`config.mk`:
```
export PLATFORM = sky130hd
export DESIGN_NAME = fetch_stage
export DESIGN_NICKNAME = d
export VERILOG_FILES = /design/src/rtl/fetch_stage.sv
export SDC_FILE = /design/constraint.sdc
export NUM_CORES = 1
export LEC_CHECK = 0
export BUFFER_PORTS_ARGS = -buffer_cell sky130_fd_sc_hd__buf_2
export CORE_UTILIZATION = 45
export CTS_BUF_LIST = sky130_fd_sc_hd__clkbuf_4 sky130_fd_sc_hd__clkbuf_8 sky130_fd_sc_hd__clkbuf_16
export DETAILED_ROUTE_END_ITERATION = 6
export PLACE_DENSITY = 0.75
export SYNTH_ARGS = -nofsm -noshare
export SYNTH_HDL_FRONTEND = slang
export SYNTH_SLANG_ARGS = --single-unit
export TNS_END_PERCENT = 5
```
`constraint.sdc`:
```
create_clock -name clk -period 5.44 [get_ports clk]
set_input_delay 0.816 -clock clk [delete_from_list [all_inputs] [get_ports clk]]
set_output_delay 0.816 -clock clk [all_outputs]
set_load 0.02 [all_outputs]
```
`src/rtl/fetch_stage.sv`:
```
// Single-slot instruction fetch stage driving an SRAM-like instruction bus.
// Optional stall counter enabled with `define FETCH_PERFCNT_EN.
module fetch_stage #(
  parameter logic [31:0] RESET_PC = 32'hBFC00000,
  parameter logic [4:0]  EXC_ADEL = 5'h04
) (
  input  logic        clk,
  input  logic        reset,
  output logic        inst_req,
  output logic [31:0] inst_addr,
  input  logic        inst_addr_ok,
  input  logic        inst_data_ok,
  input  logic        de_accept_i,
  input  logic        redirect_i,
  input  logic [31:0] redirect_pc_i,
  output logic        valid_o,
  output logic [31:0] pc_o,
  output logic        cancelled_o,
  output logic        exc_o,
  output logic        exc_miss_o,
  output logic [4:0]  exccode_o,
  output logic [31:0] perfcnt_fetch_stall_o
);

  typedef enum logic [1:0] {
    S_REQ  = 2'd0,
    S_WAIT = 2'd1,
    S_ERR  = 2'd2
  } state_t;

  state_t      state_r;
  logic [31:0] pc_r;
  logic        valid_r;
  logic [31:0] slot_pc_r;
  logic        cancelled_r;
  logic        exc_r;
  logic [4:0]  exccode_r;
  logic        misaligned_s;
  logic        unused_data_ok_s;

  // The returned data goes straight to decode; only the slot handshake matters here.
  assign unused_data_ok_s = inst_data_ok;

  assign misaligned_s = (pc_r[1:0] != 2'b00);
  assign inst_req     = (state_r == S_REQ) && !misaligned_s && !reset;
  assign inst_addr    = pc_r;

  assign valid_o     = valid_r;
  assign pc_o        = slot_pc_r;
  assign cancelled_o = cancelled_r;
  assign exc_o       = exc_r;
  assign exccode_o   = exccode_r;
  assign exc_miss_o  = 1'b0;

  // Slot FSM: allocate on bus accept or AdEL, free on decode accept, redirect overrides pc.
  always_ff @(posedge clk) begin
    if (reset) begin
      state_r     <= S_REQ;
      pc_r        <= RESET_PC;
      valid_r     <= 1'b0;
      slot_pc_r   <= 32'd0;
      cancelled_r <= 1'b0;
      exc_r       <= 1'b0;
      exccode_r   <= 5'd0;
    end else begin
      case (state_r)
        S_REQ: begin
          if (misaligned_s) begin
            state_r     <= S_ERR;
            valid_r     <= 1'b1;
            slot_pc_r   <= pc_r;
            exc_r       <= 1'b1;
            exccode_r   <= EXC_ADEL;
            cancelled_r <= redirect_i;
            if (redirect_i) begin
              pc_r <= redirect_pc_i;
            end else begin
              pc_r <= pc_r;
            end
          end else if (inst_addr_ok) begin
            state_r     <= S_WAIT;
            valid_r     <= 1'b1;
            slot_pc_r   <= pc_r;
            exc_r       <= 1'b0;
            cancelled_r <= redirect_i;
            if (redirect_i) begin
              pc_r <= redirect_pc_i;
            end else begin
              pc_r <= pc_r + 32'd4;
            end
          end else begin
            // Unaccepted request keeps its address unless redirected.
            if (redirect_i) begin
              pc_r <= redirect_pc_i;
            end else begin
              pc_r <= pc_r;
            end
          end
        end
        S_WAIT, S_ERR: begin
          if (de_accept_i) begin
            state_r     <= S_REQ;
            valid_r     <= 1'b0;
            cancelled_r <= 1'b0;
          end else if (redirect_i) begin
            cancelled_r <= 1'b1;
          end else begin
            cancelled_r <= cancelled_r;
          end
          if (redirect_i) begin
            pc_r <= redirect_pc_i;
          end else begin
            pc_r <= pc_r;
          end
        end
        default: begin
          state_r <= S_REQ;
          valid_r <= 1'b0;
        end
      endcase
    end
  end

`ifdef FETCH_PERFCNT_EN
  logic [31:0] perfcnt_r;

  // Counts cycles where a request is offered but the bus does not take it.
  always_ff @(posedge clk) begin
    if (reset) begin
      perfcnt_r <= 32'd0;
    end else if (inst_req && !inst_addr_ok) begin
      perfcnt_r <= perfcnt_r + 32'd1;
    end else begin
      perfcnt_r <= perfcnt_r;
    end
  end

  assign perfcnt_fetch_stall_o = perfcnt_r;
`else
  assign perfcnt_fetch_stall_o = 32'd0;
`endif

endmodule

```
==> flow_results.org <==
** Global route
- The initial antenna violation count came to 0.
- Wire length of the first global-routing pass :: 16300 um
- All-layer global routing usage :: 23.8%
- Entering global routing, the biggest net connects 46 pins.
- Summed over all layers, the global routing overflow is 0.
- Vias in the first global route :: between 3000 and 4000

** STA
- Max-slew violation total from the final report :: 0
- Final worst clock skew :: 0.00876 ns
- RSZ-0062 raised after global routing :: false
- Setup violations remaining at the end of the flow were counted as 0.
- Final count of hold timing violations :: 0
- The smallest clock period supported by the final layout is computed as 3.02 ns.
- Static timing analysis puts the maximum clock frequency at 331 MHz.
- In the final timing run, aggregate negative setup slack is 0 ns.
- Share of the cycle needed by the critical path after routing :: 55.6%
- For the pin with the worst max-slew slack, the measured transition is 1.18 ns.
- In this run the tightest slew margin relative to its limit is 21.6%.

** Floorplanning
- The die is around 93 um tall.
- Area enclosed by the die boundary :: 8630 um2
- Die X :: 92.9 um
- Area inside the core boundary :: 7850 um2
- The floorplan has 32 rows.
- Pin placement for this block handled 144 I/O pins.
- Starting utilization of the core area :: 47.4%

** Routing
- The detailed router placed approximately 3800 vias in this run.
- The routed design uses 739 um of met3 wire.
- In the final routed layout, each cell accounts on average for 15.1 um.
- After detailed routing, the number of vias per cell comes to between 5 and 6.
- Count of TritonRoute iterations in the first routing pass :: 5
- For this run, design rule violations remaining after detail routing come to 0.
- The detailed router finished its first iteration with between 300 and 400 violations.
- For this block, the routed nets add up to about 10000 um of wire.
- Top sig layer :: met4
- The detailed router put a total of between 4000 and 5000 um of wire on met1.
- The detail route stage leaves a number of antenna-violating nets equal to 0.
- Metal2 WL :: about 5000 um

** Clock tree
- Clk slew on worst S/H paths :: roughly 0.070 ns
- In this run the post-CTS setup repair buffer count came out at 0.
- The clock tree synthesis step divided the H-tree into 3 levels.
- Hold buffer count at cts :: 0
- After clock tree synthesis, the repair step resized 0 gates.
- The clock passes through at most 2 buffers.
- The clock drives 70 sinks.
- CTS Buf Count :: 9
- TritonCTS built the clock tree.
- The tree is rooted in a clkbuf_8.
- Clock latency on the worst-skew pair, taken at its later pin, is around 0.34 ns.

** Final layout
- Post-route design area :: about 4300 um2
- Layout overhead on the synthesized area :: 16.2%
- Fraction of final layout cells sized beyond drive strength 1 :: a little over a fifth
- 0 antenna diodes ended up in the layout.
- Final Net Count :: 622

** Pwr
- Pwr Density :: approximately 310 nW/um2
- Leakage power :: 0.00190 uW
- Across the VDD grid, the largest voltage drop is 0.000124 V.

** Yosys
- Averaged over all synthesized cells, the footprint is 7.46 um2.
- Yosys attributes the largest share of cell area to dfxtp_1 38%, nand2_1 10%, a21oi_1 8.2%.
- Yosys printed 0 warnings.
- Fraction of registers with async set/reset :: 0%
- Cell type contributing the most total cell area after synthesis :: dfxtp_1
- The mapped netlist covers 3720 um2.
- Unique cell type count in the Yosys netlist :: 55
- Cell types with the highest counts after synthesis :: 100 x nand2_1, 70 x dfxtp_1, 61 x a21oi_1
- For this run, the leading register cell type out of synthesis is dfxtp_1.
- Cells after Synth :: around 500
- After synthesis, the largest area contributor takes up 37.7% of total cell area.
- Yosys mapped a number of flops with a built-in enable equal to 0.
- After synthesis, flip-flops and latches occupy a little under two fifths of the total area.
- #FFs+latches synth :: 70
- In the post-synthesis netlist, the cell with the most instances is nand2_1.

** Critical path
- The setup path with the least slack is of type reg -> reg.
- For the worst setup path, the data required time is 5.67 ns.
- Data arrives at the worst endpoint at roughly 3.3 ns.
- Critical-path maximum fanout :: 12
- Category of the worst setup path launch point :: flip-flop
- The number of cells on the worst reg-to-reg path is 7.
- Setup crit end kind :: flip-flop

** Hold path
- Path type of the worst min-delay path :: reg -> reg
- The worst hold path passes through 2 cells.

** Status
- The flow ran to the end, and the final reports show no timing, DRC or antenna violations.

** Placement
- Once placement finished, the instance area stood at 4110 um2.
- I/O Buffers :: 105
- Final weighted congestion of routability-driven global placement :: 0.879
- Post-DP HPWL :: 7120 um

** Run
- The tool flagged a number of max-cap violations equal to 0.
## final cells by class
cell class                 count  area, um2
clock inverter                 3       42.5
sequential                    70       1400
tap                          102        128
multi-input combinational    382       2000
timing repair buffer         107        541
inverter                      11       41.3
clock buffer                  13        166
fill                         794       3530
## registers in the layout (all words and copies together) (netlist names)
name         flops
inst_addr       32
exc_o            1
valid_o          1
state_r          2
pc_o            32
cancelled_o      1
exccode_o        1
## where the power goes
group          leakage, uW  total (uW)  internal, uW  switching (uW)
registers         0.000577         600           556            44.2
logic              0.00122         306          95.3             211
clock network     0.000106         439           247             192
## layer usage
metal / track usage, % / up-vias
met5: 0 / -
met4: 8.59 / 0
met3: 4.93 / 9
met2: 37.8 / 175
met1: 31.9 / 1801
li1: - / 1845
## final timing paths
check | startpoint | to | slack [ns]
setup / recovery | state_r[0] | inst_addr[23] | 2.42
hold reg to reg | exccode_o[2] | exccode_o[2] | 0.45
hold / removal | exccode_o[2] | exccode_o[2] | 0.45
setup reg to reg | state_r[0] | inst_addr[23] | 2.42
## critical path, cell delays in order, from the launching register on
cell     delay (ns)
dfxtp_1        0.37
inv_1          0.06
ha_1           0.36
or4b_1         0.73
nor2_1         0.25
nand4_1        0.48
o32a_1         0.49
a21o_1         0.15
## per-stage QoR
step	total power, uW	setup slack (ns)	utilization, %	hold slack (ns)	instances
finish	1350	2.42	55.1	0.449	688
global route	1420	2.27	55.1	0.475	688
CTS	1350	2.44	55.1	0.449	688
detailed placement	916	2.33	52.4	0.438	672
global placement	907	2.45	52.4	0.432	672
floorplan	842	2.96	-	0.508	534
## layout by cell type (no fill, tap or decap), types with 5 or more instances in the layout
master and instances:
buf_2 105, nand2_1 100, dfxtp_1 70, a21oi_1 61
nor2_1 37, conb_1 37, nor3_1 14, nand3_1 13
o21ai_0 13, nand4_1 11, clkbuf_8 11, inv_1 10
mux2i_1 7, a22oi_1 6, nor4_1 5, a221oi_1 5
## cells by family after synthesis
| logic type | share of synthesized area, % |
|---|---|
| compound gates | 21.7 |
| simple gates | 25.2 |
| other cells | 0.101 |
| buf+inv | 12.1 |
| xor+xnor | 0.236 |
| flops | 37.7 |
| fa+ha+maj | 1.01 |
| mux | 1.88 |
No activity file was read; power rests on OpenSTA's default activity.
